[src/rtl/pipe_skid_stage_pkg.sv]
// ---------------------------------------------------------------------------
// pipe_skid_stage_pkg
//
// Purpose:
//   Shared definitions for the two-slot skid pipeline stage: the occupancy
//   state encoding, the default lane-slice width, the per-cycle control bus
//   that the top derives from the handshake, and a helper that maps a state
//   onto the occupancy count reported on occupancy_o.
//
// Contents:
//   LANE_W        default payload bits per lane
//   OCC_W         width of the occupancy count
//   skid_state_e  EMPTY / ONE / TWO, encoded as the number of held bundles
//   skid_ctrl_t   push / pop / flush decisions for the current cycle
//   occOf()       state -> occupancy count
//
// Optional feature:
//   PIPE_SKID_PERF_EN is consumed by the top; nothing here depends on it.
// ---------------------------------------------------------------------------
package pipe_skid_stage_pkg;

  localparam int unsigned LANE_W = 32;
  localparam int unsigned OCC_W  = 2;

  // The encoding equals the bundle count so the occupancy output is a
  // direct view of the state register.
  typedef enum logic [1:0] {
    ST_EMPTY = 2'd0,
    ST_ONE   = 2'd1,
    ST_TWO   = 2'd2
  } skid_state_e;

  // Per-cycle decisions; flush is carried alongside so that the FSM and
  // both slots see a single consistent view of the cycle.
  typedef struct packed {
    logic push;
    logic pop;
    logic flush;
  } skid_ctrl_t;

  // Map a state onto the value driven on occupancy_o.
  function automatic logic [OCC_W-1:0] occOf(input skid_state_e s);
    logic [OCC_W-1:0] occ;
    occ = '0;
    case (s)
      ST_EMPTY: occ = 2'd0;
      ST_ONE:   occ = 2'd1;
      ST_TWO:   occ = 2'd2;
      default:  occ = 2'd0;
    endcase
    return occ;
  endfunction

endpackage

[src/rtl/pipe_slot.sv]
// ---------------------------------------------------------------------------
// pipe_slot
//
// Purpose:
//   One bundle slot: a LANES-wide bank of per-lane valid bits plus the
//   matching payload. The top instantiates it twice, as the head (main)
//   slot and as the skid slot.
//
// Ports:
//   clock_i        rising-edge clock
//   reset_i        synchronous active-high reset, clears valid bits only
//   flush_i        clears every valid bit, overriding load and clear
//   load_i         capture load_valid_i / load_data_i as the new content
//   load_valid_i   per-lane valid to capture
//   load_data_i    payload to capture, lane i at [i*WIDTH +: WIDTH]
//   clear_i        per-lane clear of held valid bits (retirement)
//   valid_o        per-lane valid of the held bundle
//   data_o         held payload
//
// Notes:
//   Payload is deliberately left out of reset; its value only matters where
//   the matching valid bit is set.
// ---------------------------------------------------------------------------
module pipe_slot
  import pipe_skid_stage_pkg::*;
#(
  parameter int unsigned LANES = 2,
  parameter int unsigned WIDTH = LANE_W
) (
  input  logic                   clock_i,
  input  logic                   reset_i,
  input  logic                   flush_i,
  input  logic                   load_i,
  input  logic [LANES-1:0]       load_valid_i,
  input  logic [LANES*WIDTH-1:0] load_data_i,
  input  logic [LANES-1:0]       clear_i,
  output logic [LANES-1:0]       valid_o,
  output logic [LANES*WIDTH-1:0] data_o
);

  logic [LANES-1:0]       r_valid;
  logic [LANES*WIDTH-1:0] r_data;

  // Valid bits: reset and flush empty the slot; a load replaces the whole
  // bundle; otherwise individual lanes drop out as they retire while the
  // rest hold their position.
  always_ff @(posedge clock_i) begin
    if (reset_i) begin
      r_valid <= '0;
    end else if (flush_i) begin
      r_valid <= '0;
    end else if (load_i) begin
      r_valid <= load_valid_i;
    end else begin
      r_valid <= r_valid & ~clear_i;
    end
  end

  // Payload only moves on a load; it is never cleared because a cleared
  // valid bit already marks the lane as don't-care.
  always_ff @(posedge clock_i) begin
    if (load_i) begin
      r_data <= load_data_i;
    end
  end

  assign valid_o = r_valid;
  assign data_o  = r_data;

endmodule

[src/rtl/pipe_skid_stage.sv]
// ---------------------------------------------------------------------------
// pipe_skid_stage
//
// Purpose:
//   Two-slot skid buffer for a multi-lane issue bundle. The head bundle sits
//   in the main slot and drives out_*; a second bundle can wait in the skid
//   slot so that in_ready_o can be a pure register with no combinational
//   path from out_accept_i. Lanes of the head bundle retire independently;
//   the bundle pops once every valid lane has retired.
//
// Parameters:
//   LANES  issue lanes per bundle (1..4)
//   WIDTH  payload bits per lane
//
// Ports:
//   clock_i       rising-edge clock
//   reset_i       synchronous active-high reset
//   flush_i       drop every held bundle
//   in_valid_i    per-lane valid of the offered bundle
//   in_data_i     offered payload, lane i at [i*WIDTH +: WIDTH]
//   in_ready_o    registered; high while fewer than two bundles are held
//   out_valid_o   per-lane valid of the head bundle
//   out_data_o    head payload, same lane packing as in_data_i
//   out_accept_i  per-lane consume from downstream
//   occupancy_o   bundles held: 0, 1 or 2
//   stall_cnt_o   (PIPE_SKID_PERF_EN only) cycles with an offer refused
//   split_cnt_o   (PIPE_SKID_PERF_EN only) cycles with a partial retirement
//
// Configuration:
//   `define PIPE_SKID_PERF_EN adds the two saturating 32-bit counters.
// ---------------------------------------------------------------------------
module pipe_skid_stage
  import pipe_skid_stage_pkg::*;
#(
  parameter int unsigned LANES = 2,
  parameter int unsigned WIDTH = LANE_W
) (
  input  logic                   clock_i,
  input  logic                   reset_i,
  input  logic                   flush_i,
  input  logic [LANES-1:0]       in_valid_i,
  input  logic [LANES*WIDTH-1:0] in_data_i,
  output logic                   in_ready_o,
  output logic [LANES-1:0]       out_valid_o,
  output logic [LANES*WIDTH-1:0] out_data_o,
  input  logic [LANES-1:0]       out_accept_i,
  output logic [OCC_W-1:0]       occupancy_o
`ifdef PIPE_SKID_PERF_EN
  ,
  output logic [31:0]            stall_cnt_o,
  output logic [31:0]            split_cnt_o
`endif
);

  skid_state_e            r_state;
  skid_state_e            w_nextState;
  logic                   r_inReady;

  skid_ctrl_t             w_ctrl;
  logic [LANES-1:0]       w_retire;
  logic [LANES-1:0]       w_remain;

  logic                   w_mainLoad;
  logic                   w_mainFromSkid;
  logic                   w_skidLoad;
  logic [LANES-1:0]       w_mainLoadValid;
  logic [LANES*WIDTH-1:0] w_mainLoadData;

  logic [LANES-1:0]       w_mainValid;
  logic [LANES*WIDTH-1:0] w_mainData;
  logic [LANES-1:0]       w_skidValid;
  logic [LANES*WIDTH-1:0] w_skidData;
  logic [LANES-1:0]       w_skidClear;

  // Handshake decode. Accepts on lanes that are not valid are masked off
  // here, so they can neither retire anything nor cause a pop. The head
  // pops when no valid lane is left after this cycle's retirements; an
  // empty main slot never pops because it has no valid lane to start with.
  always_comb begin
    w_retire     = w_mainValid & out_accept_i;
    w_remain     = w_mainValid & ~out_accept_i;
    w_ctrl       = '0;
    w_ctrl.push  = r_inReady & (|in_valid_i);
    w_ctrl.pop   = (|w_mainValid) & ~(|w_remain);
    w_ctrl.flush = flush_i;
  end

  // Occupancy state register. in_ready_o is registered from the next state
  // rather than decoded from the current one, which keeps the downstream
  // accept out of the upstream ready path entirely.
  always_ff @(posedge clock_i) begin
    if (reset_i) begin
      r_state   <= ST_EMPTY;
      r_inReady <= 1'b1;
    end else begin
      r_state   <= w_nextState;
      r_inReady <= (w_nextState != ST_TWO);
    end
  end

  // Next-state and slot steering. A push into an empty stage, or a push
  // that coincides with the head popping, lands straight in main so it is
  // visible next cycle. A push behind a head that stays goes to skid, and
  // a pop from TWO promotes skid into main on the same edge. Flush wins
  // over everything; the slots drop their valid bits on their own flush.
  always_comb begin
    w_nextState    = r_state;
    w_mainLoad     = 1'b0;
    w_mainFromSkid = 1'b0;
    w_skidLoad     = 1'b0;
    case (r_state)
      ST_EMPTY: begin
        if (w_ctrl.push) begin
          w_nextState = ST_ONE;
          w_mainLoad  = 1'b1;
        end
      end
      ST_ONE: begin
        case ({w_ctrl.push, w_ctrl.pop})
          2'b10: begin
            w_nextState = ST_TWO;
            w_skidLoad  = 1'b1;
          end
          2'b01: begin
            w_nextState = ST_EMPTY;
          end
          2'b11: begin
            w_nextState = ST_ONE;
            w_mainLoad  = 1'b1;
          end
          default: begin
            w_nextState = ST_ONE;
          end
        endcase
      end
      ST_TWO: begin
        if (w_ctrl.pop) begin
          w_nextState    = ST_ONE;
          w_mainLoad     = 1'b1;
          w_mainFromSkid = 1'b1;
        end
      end
      default: begin
        w_nextState = ST_EMPTY;
      end
    endcase
    if (w_ctrl.flush) begin
      w_nextState    = ST_EMPTY;
      w_mainLoad     = 1'b0;
      w_mainFromSkid = 1'b0;
      w_skidLoad     = 1'b0;
    end
  end

  // Main slot source: the upstream bundle, or the waiting skid bundle when
  // the head pops out of TWO. Lane positions are carried unchanged.
  assign w_mainLoadValid = w_mainFromSkid ? w_skidValid : in_valid_i;
  assign w_mainLoadData  = w_mainFromSkid ? w_skidData  : in_data_i;

  // The skid bundle is never exposed downstream, so it never retires lanes.
  assign w_skidClear = '0;

  pipe_slot #(
    .LANES (LANES),
    .WIDTH (WIDTH)
  ) u_mainSlot (
    .clock_i      (clock_i),
    .reset_i      (reset_i),
    .flush_i      (w_ctrl.flush),
    .load_i       (w_mainLoad),
    .load_valid_i (w_mainLoadValid),
    .load_data_i  (w_mainLoadData),
    .clear_i      (w_retire),
    .valid_o      (w_mainValid),
    .data_o       (w_mainData)
  );

  pipe_slot #(
    .LANES (LANES),
    .WIDTH (WIDTH)
  ) u_skidSlot (
    .clock_i      (clock_i),
    .reset_i      (reset_i),
    .flush_i      (w_ctrl.flush),
    .load_i       (w_skidLoad),
    .load_valid_i (in_valid_i),
    .load_data_i  (in_data_i),
    .clear_i      (w_skidClear),
    .valid_o      (w_skidValid),
    .data_o       (w_skidData)
  );

  assign in_ready_o  = r_inReady;
  assign out_valid_o = w_mainValid;
  assign out_data_o  = w_mainData;
  assign occupancy_o = occOf(r_state);

`ifdef PIPE_SKID_PERF_EN
  logic [31:0] r_stallCnt;
  logic [31:0] r_splitCnt;
  logic        w_stallEvt;
  logic        w_splitEvt;

  // A stall is an offered bundle meeting a full stage; a split is a cycle
  // where the head loses some of its valid lanes but not all of them.
  assign w_stallEvt = (|in_valid_i) & ~r_inReady;
  assign w_splitEvt = (|w_retire) & (w_retire != w_mainValid);

  // Saturating event counters. Only reset clears them, so flush-heavy
  // traffic still accumulates statistics.
  always_ff @(posedge clock_i) begin
    if (reset_i) begin
      r_stallCnt <= '0;
      r_splitCnt <= '0;
    end else begin
      if (w_stallEvt && (r_stallCnt != 32'hFFFF_FFFF)) begin
        r_stallCnt <= r_stallCnt + 32'd1;
      end
      if (w_splitEvt && (r_splitCnt != 32'hFFFF_FFFF)) begin
        r_splitCnt <= r_splitCnt + 32'd1;
      end
    end
  end

  assign stall_cnt_o = r_stallCnt;
  assign split_cnt_o = r_splitCnt;
`endif

endmodule

[config.mk]
export PLATFORM = sky130hd
export DESIGN_NAME = pipe_skid_stage
export DESIGN_NICKNAME = d
export VERILOG_FILES = /design/src/rtl/pipe_skid_stage_pkg.sv /design/src/rtl/pipe_slot.sv /design/src/rtl/pipe_skid_stage.sv
export SDC_FILE = /design/constraint.sdc
export NUM_CORES = 1
export LEC_CHECK = 0
export ABC_AREA = 1
export CAP_MARGIN = 20
export CORE_UTILIZATION = 36
export DETAILED_ROUTE_END_ITERATION = 7
export GPL_TIMING_DRIVEN = 0
export HOLD_SLACK_MARGIN = 0.05
export MAX_ROUTING_LAYER = met4
export PLACE_DENSITY = 0.71
export SYNTH_ARGS = -nofsm -noshare
export SYNTH_HDL_FRONTEND = slang
export SYNTH_HIERARCHICAL = 1
export SYNTH_SLANG_ARGS = --single-unit
[constraint.sdc]
create_clock -name clock_i -period 6.7 [get_ports clock_i]
set_clock_uncertainty 0.15 [all_clocks]
set_input_delay 1.675 -clock clock_i [delete_from_list [all_inputs] [get_ports clock_i]]
set_output_delay 1.675 -clock clock_i [all_outputs]
set_load 0.01 [all_outputs]
==> results of run 1 <==
worst max-delay path, stage by stage:
cell and delay [ps]:
clkdlybuf4s50_1 690, buf_2 350, clkbuf_1 290, a31oi_4 790, buf_12 280
synth_stat cells:
master	n
edfxtp_1	128
inv_2	1
buf_6	5
clkbuf_1	8
buf_4	3
conb_1	1
buf_2	5
nor2_4	2
dfxtp_1	7
nor2_2	2
ha_1	3
or2_2	1
nand3_4	1
a31oi_1	1
o21a_1	1
nand2_1	152
nand3_1	2
a21oi_1	5
o21ai_1	17
o21ai_0	49
inv_1	17
nor2_1	8
cell type report:
cell class	count	area share [%]
Clock inverter	12	1.769
Tap cell	180	2.977
Inverter	18	0.8930
Sequential cell	135	52.65
Clock buffer	20	5.771
Buffer	21	1.769
Timing Repair Buffer	143	19.55
Multi-Input combinational cell	246	14.62
state kept, by name, indices dropped and copies added, names as in the netlist:
register / cells
in_ready_o: 1
r_state: 2
u_mainSlot/valid_o: 2
u_mainSlot/data_o: 64
u_skidSlot/valid_o: 2
u_skidSlot/data_o: 64
routing by layer:
layer  up-vias  wire [um]  share of wire [%]  GRT usage, %
met5         -          0                  0             -
met4         0        174                1.5         6.631
met3        15        695                6.2         4.705
met2       116       5252                 47         24.09
met1      1659       5155                 46         21.34
li1       1774          -                  -             -
power breakdown:
part,switching [W],internal [W]
clock,0.000330,0.000577
sequential,0.0000102,0.000969
combinational,0.0000821,0.0000973
per-stage QoR:
stage	setup slack [ps]	utilization [%]	cells	hold WS (ps)	power [W]
after detailed placement	2047	49.63	743	341.2	0.001178
after floorplan	404.5	-	420	311.1	0.001060
after global placement	-2083	48.85	739	323.2	0.001173
final	2553	53.67	775	353.5	0.002065
after CTS	2478	53.67	775	355.0	0.002084
after global routing	2376	53.67	775	381.2	0.002140
worst paths after layout:
path         cells after the start               endpoint                  start
max reg2reg                      8  u_mainSlot/data_o[40]  u_mainSlot/valid_o[0]
max                              5  u_mainSlot/data_o[40]                flush_i
min reg2reg                      2  u_skidSlot/valid_o[0]  u_skidSlot/valid_o[0]
min                              2  u_skidSlot/valid_o[0]  u_skidSlot/valid_o[0]
placed cells by master, fill, tap and decap left out, types with 3 or more instances in the layout:
master,n
nand2_1,152
clkdlybuf4s50_1,139
edfxtp_1,128
o21ai_0,49
inv_1,17
o21ai_1,17
clkbuf_16,17
clkbuf_1,11
nor2_1,7
dfxtp_1,7
buf_2,5
buf_6,5
a21oi_1,5
clkinv_2,4
clkinv_1,4
nor2_4,3
buf_4,3
ha_1,3
bufinv_16,3
buf_12,3
cells by family (layout without fill, tap and decap cells):
| kind of cell | count (synthesis) | after routing | synth area share (%) |
|---|---|---|---|
| adders and majority gates | 3 | 3 | 0.7130 |
| DFF | 135 | 135 | 75.67 |
| AOI/OAI and AO/OA | 73 | 73 | 7.011 |
| other | 1 | 2 | 0.07122 |
| buffers and inverters | 39 | 214 | 3.826 |
| and+or+nand+nor | 168 | 168 | 12.71 |
==> impl_metrics.tcl, run 1 <==
set metrics [dict create \
    initial_core_util_pct 37.35 \
    antenna_found_initial 0 \
    drive_above_1_share_pct 8.571 \
    die_x_um 122.9 \
    powerDensity_nw_per_um2 273.0 \
    slew_headroom_pct 39.53 \
    cts_num_sinks 135 \
    power_leakage_nw 2.713 \
    port_buffers 139 \
    fin_setup_tns_ps 0 \
    cp.required_ps 6660 \
    hold_path_class "reg -> reg" \
    worst_slew_pin_slew_ps 907.1 \
    coreArea_um2 14100 \
    dieArea_um2 15110 \
    synth_top_area_share_pct 73.00 \
    n_antenna_cell 0 \
    gr-total-overflow 0 \
    syn_area_um2 5265 \
    cts_tree "yes" \
    synthCells 419 \
    cts-buffers-inserted 17 \
    hold_viol 0 \
    cts_setup_buffers 0 \
    setup_viol 0 \
    ir_worst_vdd_mv 0.1468 \
    wl_per_cell_um 14.55 \
    endpoint_kind "register" \
    drv_slew 0 \
    drcViolationCount 0 \
    vias 3564 \
    multi_input_area_um2 1106 \
    dpl-instance-area_um2 6995 \
    place.gp.congestion 0.7627 \
    grt_use_total_pct 16.39 \
    grt_max_degree 34 \
    syn_area_per_cell_um2 12.57 \
    critPathLaunchType "input pin" \
    ant_nets 0 \
    cp_max_fo 28 \
    finalWirelength_um 11280 \
    synth_area_leaders "edfxtp_1 (73%), nand2_1 (11%), o21ai_0 (4.7%), dfxtp_1 (2.7%), o21ai_1 (1.6%)" \
    grt_pass1_wl_um 17780 \
    run_status "completed" \
    synth_top_cell_by_area "edfxtp_1" \
    rows 43 \
    ys_ff_latch 135 \
    h-tree-depth 4 \
    clk_pin_slew_ps 60 \
    cap_violations 0 \
    synth.distinct_cells 22 \
    regToRegSetupSlack_ps 4150 \
    final_area_um2 7566 \
    cts_resized 0 \
    insertion_delay_ps 410 \
    ys_seq_area_share_pct 75.67 \
    finalWorstPathRequiredPeriod_ps 4147 \
    dp_hpwl_um 7705 \
    fillCellCount 1215 \
    area_growth_pct 43.70 \
    cts_max_path_buffers 2 \
    yosysWarningCount 6 \
    fin_nets 656 \
    cts_root_buf "clkbuf_16" \
    ctsHoldBuffers 0 \
    maxClockFrequency_ghz 0.2412 \
    die-height_um 122.9 \
    viasPerCell 4.599 \
    layout.area.seq_um2 3984 \
    cp_data_arrival_time_ps 4100 \
    rsz0062_at_grt "no" \
    period_share_pct 61.89 \
    grt_pass1_vias 3484 \
    io_pins 140 \
    critical_path_class "in -> reg" \
    drt_iter0_drc 278 \
    first_pass_iters 4 \
]
(Power assumes the default switching activity.)
==> inputs of run 2 (changes only) <==
==> constraint.sdc (replaced) <==
create_clock -name clock_i -period 4.2 [get_ports clock_i]
set_clock_uncertainty 0.15 [all_clocks]
set_input_delay 1.05 -clock clock_i [delete_from_list [all_inputs] [get_ports clock_i]]
set_output_delay 1.05 -clock clock_i [all_outputs]
set_load 0.01 [all_outputs]
==> run 2 against run 1 <==
  * Global-route usage rose by 0.29 points
  * Die area unchanged
  * Register-to-register slack lost 2300 ps
  * Flip-flop and latch count unchanged
  * Clock power rose by 42%
  * Sequential share of layout area is 0.57 points higher
  * Routed wire length grew 3.1%
  * Critical endpoint is now u_mainSlot/data_o[36]
==> impl_metrics.tcl, run 2 (synthesis results as in run 1) <==
set metrics [dict create \
    run_status "completed" \
    fin_nets 656 \
    multi_input_area_um2 1106 \
    maxClockFrequency_ghz 0.3010 \
    ctsHoldBuffers 0 \
    vias 3591 \
    cp_max_fo 29 \
    place.gp.congestion 0.7545 \
    cts_setup_buffers 0 \
    switching_power_w 0.0006482 \
    rsz0062_at_grt "no" \
    initial_core_util_pct 37.35 \
    grt_use_total_pct 16.69 \
    first_pass_iters 5 \
    cts_root_buf "clkbuf_16" \
    cts_num_sinks 135 \
    area_growth_pct 42.16 \
    power_leakage_nw 2.679 \
    cp_data_arrival_time_ps 3270 \
    hold_viol 0 \
    io_pins 140 \
    slew_headroom_pct 55.08 \
    p_comb_share_pct 9.1 \
    internal-power_w 0.002488 \
    dp_hpwl_um 7898 \
    final_cell_mix "nand2_1 (152), clkdlybuf4s50_1 (139), edfxtp_1 (128), o21ai_0 (49)" \
    layout.area.seq_um2 3984 \
    clock_power_share_pct 41.0 \
    ant_nets 0 \
    viasPerCell 4.664 \
    period_share_pct 79.11 \
    grt_max_degree 35 \
    grt_pass1_wl_um 17850 \
    critPathLaunchType "input pin" \
    drcViolationCount 0 \
    gr-total-overflow 0 \
    cp.required_ps 4150 \
    wl_per_cell_um 15.10 \
    cts_resized 0 \
    antenna_found_initial 0 \
    cap_violations 0 \
    die-height_um 122.9 \
    swShare_pct 20.67 \
    dieArea_um2 15110 \
    coreArea_um2 14100 \
    grt_pass1_vias 3580 \
    n_antenna_cell 0 \
    drv_slew 0 \
    final_area_um2 7485 \
    cts_max_path_buffers 2 \
    powerDensity_nw_per_um2 419.0 \
    insertion_delay_ps 400 \
    final_core_util_pct 53.10 \
    cts-buffers-inserted 17 \
    setup_viol 0 \
    drt_iter0_drc 300 \
    fin_setup_tns_ps 0 \
    worst_slew_pin_slew_ps 673.8 \
    finalWirelength_um 11630 \
    fillCellCount 1214 \
    fin_hold_ws_ps 363.6 \
    die_x_um 122.9 \
    dpl-instance-area_um2 6988 \
    h-tree-depth 4 \
    endpoint_kind "register" \
    finalWorstPathRequiredPeriod_ps 3323 \
    clk_pin_slew_ps 50 \
    critical_path_class "in -> reg" \
    rows 43 \
    power.share.sequential_pct 49.9 \
    ir_worst_vdd_mv 0.2292 \
    hold_path_class "reg -> reg" \
    cts_tree "yes" \
    port_buffers 139 \
    mostFrequentLayoutCell "nand2_1" \
    drive_above_1_share_pct 8.475 \
]
run 2: changes by cell type in the layout (fill, tap and decap cells not counted):
cell       previous run  this run
buf_12                3         4
buf_16                1         0
bufinv_16             3         1
clkinv_1              4         0
clkinv_2              4         6
clkinv_4              1         0
run 2: layout make-up:
type                    instances  area share, %
plain buffers                  21          1.789
clock buffers                  20          5.834
clock inverters                 7         0.8024
inverters                      18         0.9027
multi-input cells             246          14.78
flip-flops and latches        135          53.23
well taps                     180          3.009
repair buffers                143          19.66
run 2: worst paths after layout:
| kind | from | end | slack [ps] | depth (start not counted) |
|---|---|---|---|---|
| worst min register to register | u_skidSlot/data_o[24] | u_mainSlot/data_o[24] | 360 | 2 |
| worst min-delay path | u_skidSlot/data_o[24] | u_mainSlot/data_o[24] | 360 | 2 |
| worst max register to register | u_mainSlot/valid_o[0] | u_mainSlot/data_o[36] | 1810 | 8 |
| worst max-delay path | flush_i | u_mainSlot/data_o[36] | 880 | 5 |
run 2: metal layers:
| metal | track usage, % | part of all wire, % | vias to the layer above |
|---|---|---|---|
| li1 | - | - | 1764 |
| met3 | 4.013 | 5.2 | 15 |
| met4 | 7.012 | 1.2 | 0 |
| met2 | 25.77 | 48 | 131 |
| met5 | - | 0 | - |
| met1 | 21.04 | 45 | 1681 |
run 2: metrics by stage:
step	worst slack [ps]	instances	power [W]
final	877.2	770	0.003136
after floorplan	332.8	420	0.001687
after global routing	736.9	770	0.003256
after CTS	827.9	770	0.003182
after global placement	-1406	739	0.001864
after detailed placement	398.6	743	0.001878
run 2: worst max-delay path: stages:
cell and delay [ps]:
clkdlybuf4s50_1 650, buf_2 330, clkbuf_1 300, a31oi_4 640, buf_12 280
run 2: power by group through the flow:
stage	sequential [W]	clock [W]	combinational (W)
after global placement	0.00159	0	0.000270
after floorplan	0.00161	0	0.0000732
after global routing	0.00157	0.00138	0.000312
after CTS	0.00156	0.00133	0.000289
final	0.00156	0.00129	0.000286
after detailed placement	0.00159	0	0.000287
==> inputs of run 3 (changes only) <==
--- a/config.mk
+++ b/config.mk
@@ -12,7 +12,7 @@
 export GPL_TIMING_DRIVEN = 0
 export HOLD_SLACK_MARGIN = 0.05
 export MAX_ROUTING_LAYER = met4
-export PLACE_DENSITY = 0.71
+export PLACE_DENSITY = 0.74
 export SYNTH_ARGS = -nofsm -noshare
 export SYNTH_HDL_FRONTEND = slang
 export SYNTH_HIERARCHICAL = 1
==> constraint.sdc (replaced) <==
create_clock -name clock_i -period 3 [get_ports clock_i]
set_clock_uncertainty 0.15 [all_clocks]
set_input_delay 0.75 -clock clock_i [delete_from_list [all_inputs] [get_ports clock_i]]
set_output_delay 0.75 -clock clock_i [all_outputs]
set_load 0.01 [all_outputs]
==> run 3 against run 2 <==
  * First-iteration DRC count down 9.3%
  * Die area is the same
  * Hold slack got worse by 3.0 ps
  * Non-clock buffer count did not move
  * Clock-buffer cell count is 3 lower
  * Largest power group unchanged
  * Setup slack worse by 630 ps
  * Global-route usage increased by 0.54 points
  * Clock power up 52%
  * Sequential share of layout area is 0.78 points lower
==> impl_metrics.tcl, run 3 (synthesis results as in run 1) <==
set metrics [dict create \
    clock_power_share_pct 43.0 \
    finalWorstPathRequiredPeriod_ps 2757 \
    place.gp.congestion 0.7779 \
    worst_slack_ps 242.6 \
    crit_buf_inv 4 \
    rsz0062_at_grt "no" \
    first_pass_iters 4 \
    dp_hpwl_um 8039 \
    cts_root_buf "clkbuf_16" \
    die-height_um 122.9 \
    grt_use_total_pct 17.23 \
    vias 3659 \
    cts_tree "yes" \
    pre_cts_slack_ps -788.0 \
    wl_per_cell_um 15.29 \
    cp.required_ps 3150 \
    swShare_pct 21.25 \
    run_status "completed" \
    crit_chain "dlygate4sd2_1 > buf_2 > clkbuf_1 > a31oi_4 > buf_12 > a21oi_1 > nor2_1" \
    slew_headroom_pct 54.05 \
    endpoint_kind "register" \
    powerDensity_nw_per_um2 599.8 \
    min_from "u_skidSlot/data_o[39]" \
    fin_nets 657 \
    switching_power_w 0.0009682 \
    worst_slew_pin_slew_ps 689.2 \
    cp_max_fo 28 \
    insertion_delay_ps 410 \
    n_antenna_cell 0 \
    fin_hold_ws_ps 360.6 \
    port_buffers 139 \
    finalNonFillerCells 776 \
    hold_viol 0 \
    grt_pass1_wl_um 18550 \
    viasPerCell 4.715 \
    drcViolationCount 0 \
    critPathLaunchType "input pin" \
    slowest_delay_ps 570 \
    cp_data_arrival_time_ps 2910 \
    internal-power_w 0.003588 \
    antenna_found_initial 0 \
    reg2reg_from "u_mainSlot/valid_o[1]" \
    power_leakage_nw 2.714 \
    power.share.sequential_pct 48.0 \
    ant_nets 0 \
    clk_pin_slew_ps 60 \
    mostFrequentLayoutCell "nand2_1" \
    cts_max_path_buffers 2 \
    critical_path_class "in -> reg" \
    hold_path_class "reg -> reg" \
    ir_worst_vdd_mv 0.2974 \
    area_growth_pct 44.27 \
    crit_family "buffers and inverters" \
    final_cell_mix "nand2_1 (147), clkdlybuf4s50_1 (138), edfxtp_1 (128), o21ai_0 (49)" \
    final_area_um2 7596 \
    p_comb_share_pct 9.0 \
    rows 43 \
    setup_viol 0 \
    dp.cells 742 \
    cts-buffers-inserted 17 \
    h-tree-depth 4 \
    period_share_pct 91.91 \
    maxClockFrequency_ghz 0.3627 \
    drive_above_1_share_pct 10.57 \
    die_x_um 122.9 \
    gr-total-overflow 0 \
    grt_pass1_vias 3667 \
    grt_max_degree 35 \
    initial_core_util_pct 37.35 \
    dieArea_um2 15110 \
    drv_slew 0 \
    dpl-instance-area_um2 7003 \
    cp-startpoint "flush_i" \
    coreArea_um2 14100 \
    cap_violations 0 \
    drt_iter0_drc 272 \
    ctsHoldBuffers 0 \
    finalWirelength_um 11860 \
    io_pins 140 \
    cts_num_sinks 135 \
    crit_slowest_cell "clkbuf_1" \
    final_core_util_pct 53.89 \
]
run 3: worst paths after layout:
check | cells past startpoint | endpoint | slack [ps]
min reg2reg | 2 | u_mainSlot/data_o[39] | 360
max reg2reg | 6 | u_mainSlot/data_o[30] | 750
max | 7 | u_mainSlot/valid_o[0] | 240
min | 2 | u_mainSlot/data_o[39] | 360
run 3: routing by layer:
metal	GRT usage, %	part of all wire [%]
met4	5.945	1.0
met5	-	0
met1	21.48	45
met2	26.37	48
met3	5.627	5.6
run 3: worst min-delay path: stages (launching register included):
cell and delay [ps]:
edfxtp_1 320, nand2_1 50, nand2_1 50
run 3: what timing repair did:
| action | CTS | global route |
|---|---|---|
| resized for setup | 2 | 0 |
| setup buffers | 1 | 0 |
| setup endpoints to repair | 66 | 0 |
run 3: area by class of cell:
| type | count | area, um^2 |
|---|---|---|
| clock inverter | 15 | 137.6 |
| tap | 180 | 225.2 |
| clock buffer | 17 | 425.4 |
| sequential | 135 | 3984 |
| fill | 1188 | 6500 |
| multi-input combinational | 247 | 1152 |
| buffer | 21 | 133.9 |
| timing repair buffer | 143 | 1470 |
| inverter | 18 | 67.56 |
run 3: power by group through the flow:
stage / sequential (W) / clock [W] / combinational (W)
finish: 0.00219 / 0.00196 / 0.000408
global route: 0.00219 / 0.00210 / 0.000444
CTS: 0.00219 / 0.00200 / 0.000412
detailed placement: 0.00223 / 0 / 0.000405
global placement: 0.00223 / 0 / 0.000383
floorplan: 0.00226 / 0 / 0.000107
run 3: metrics by stage:
step,power (W),setup TNS (ps)
after floorplan,0.002366,0
after global placement,0.002614,-174910
after detailed placement,0.002633,-69460
after CTS,0.004599,0
after global routing,0.004734,0
final,0.004556,0
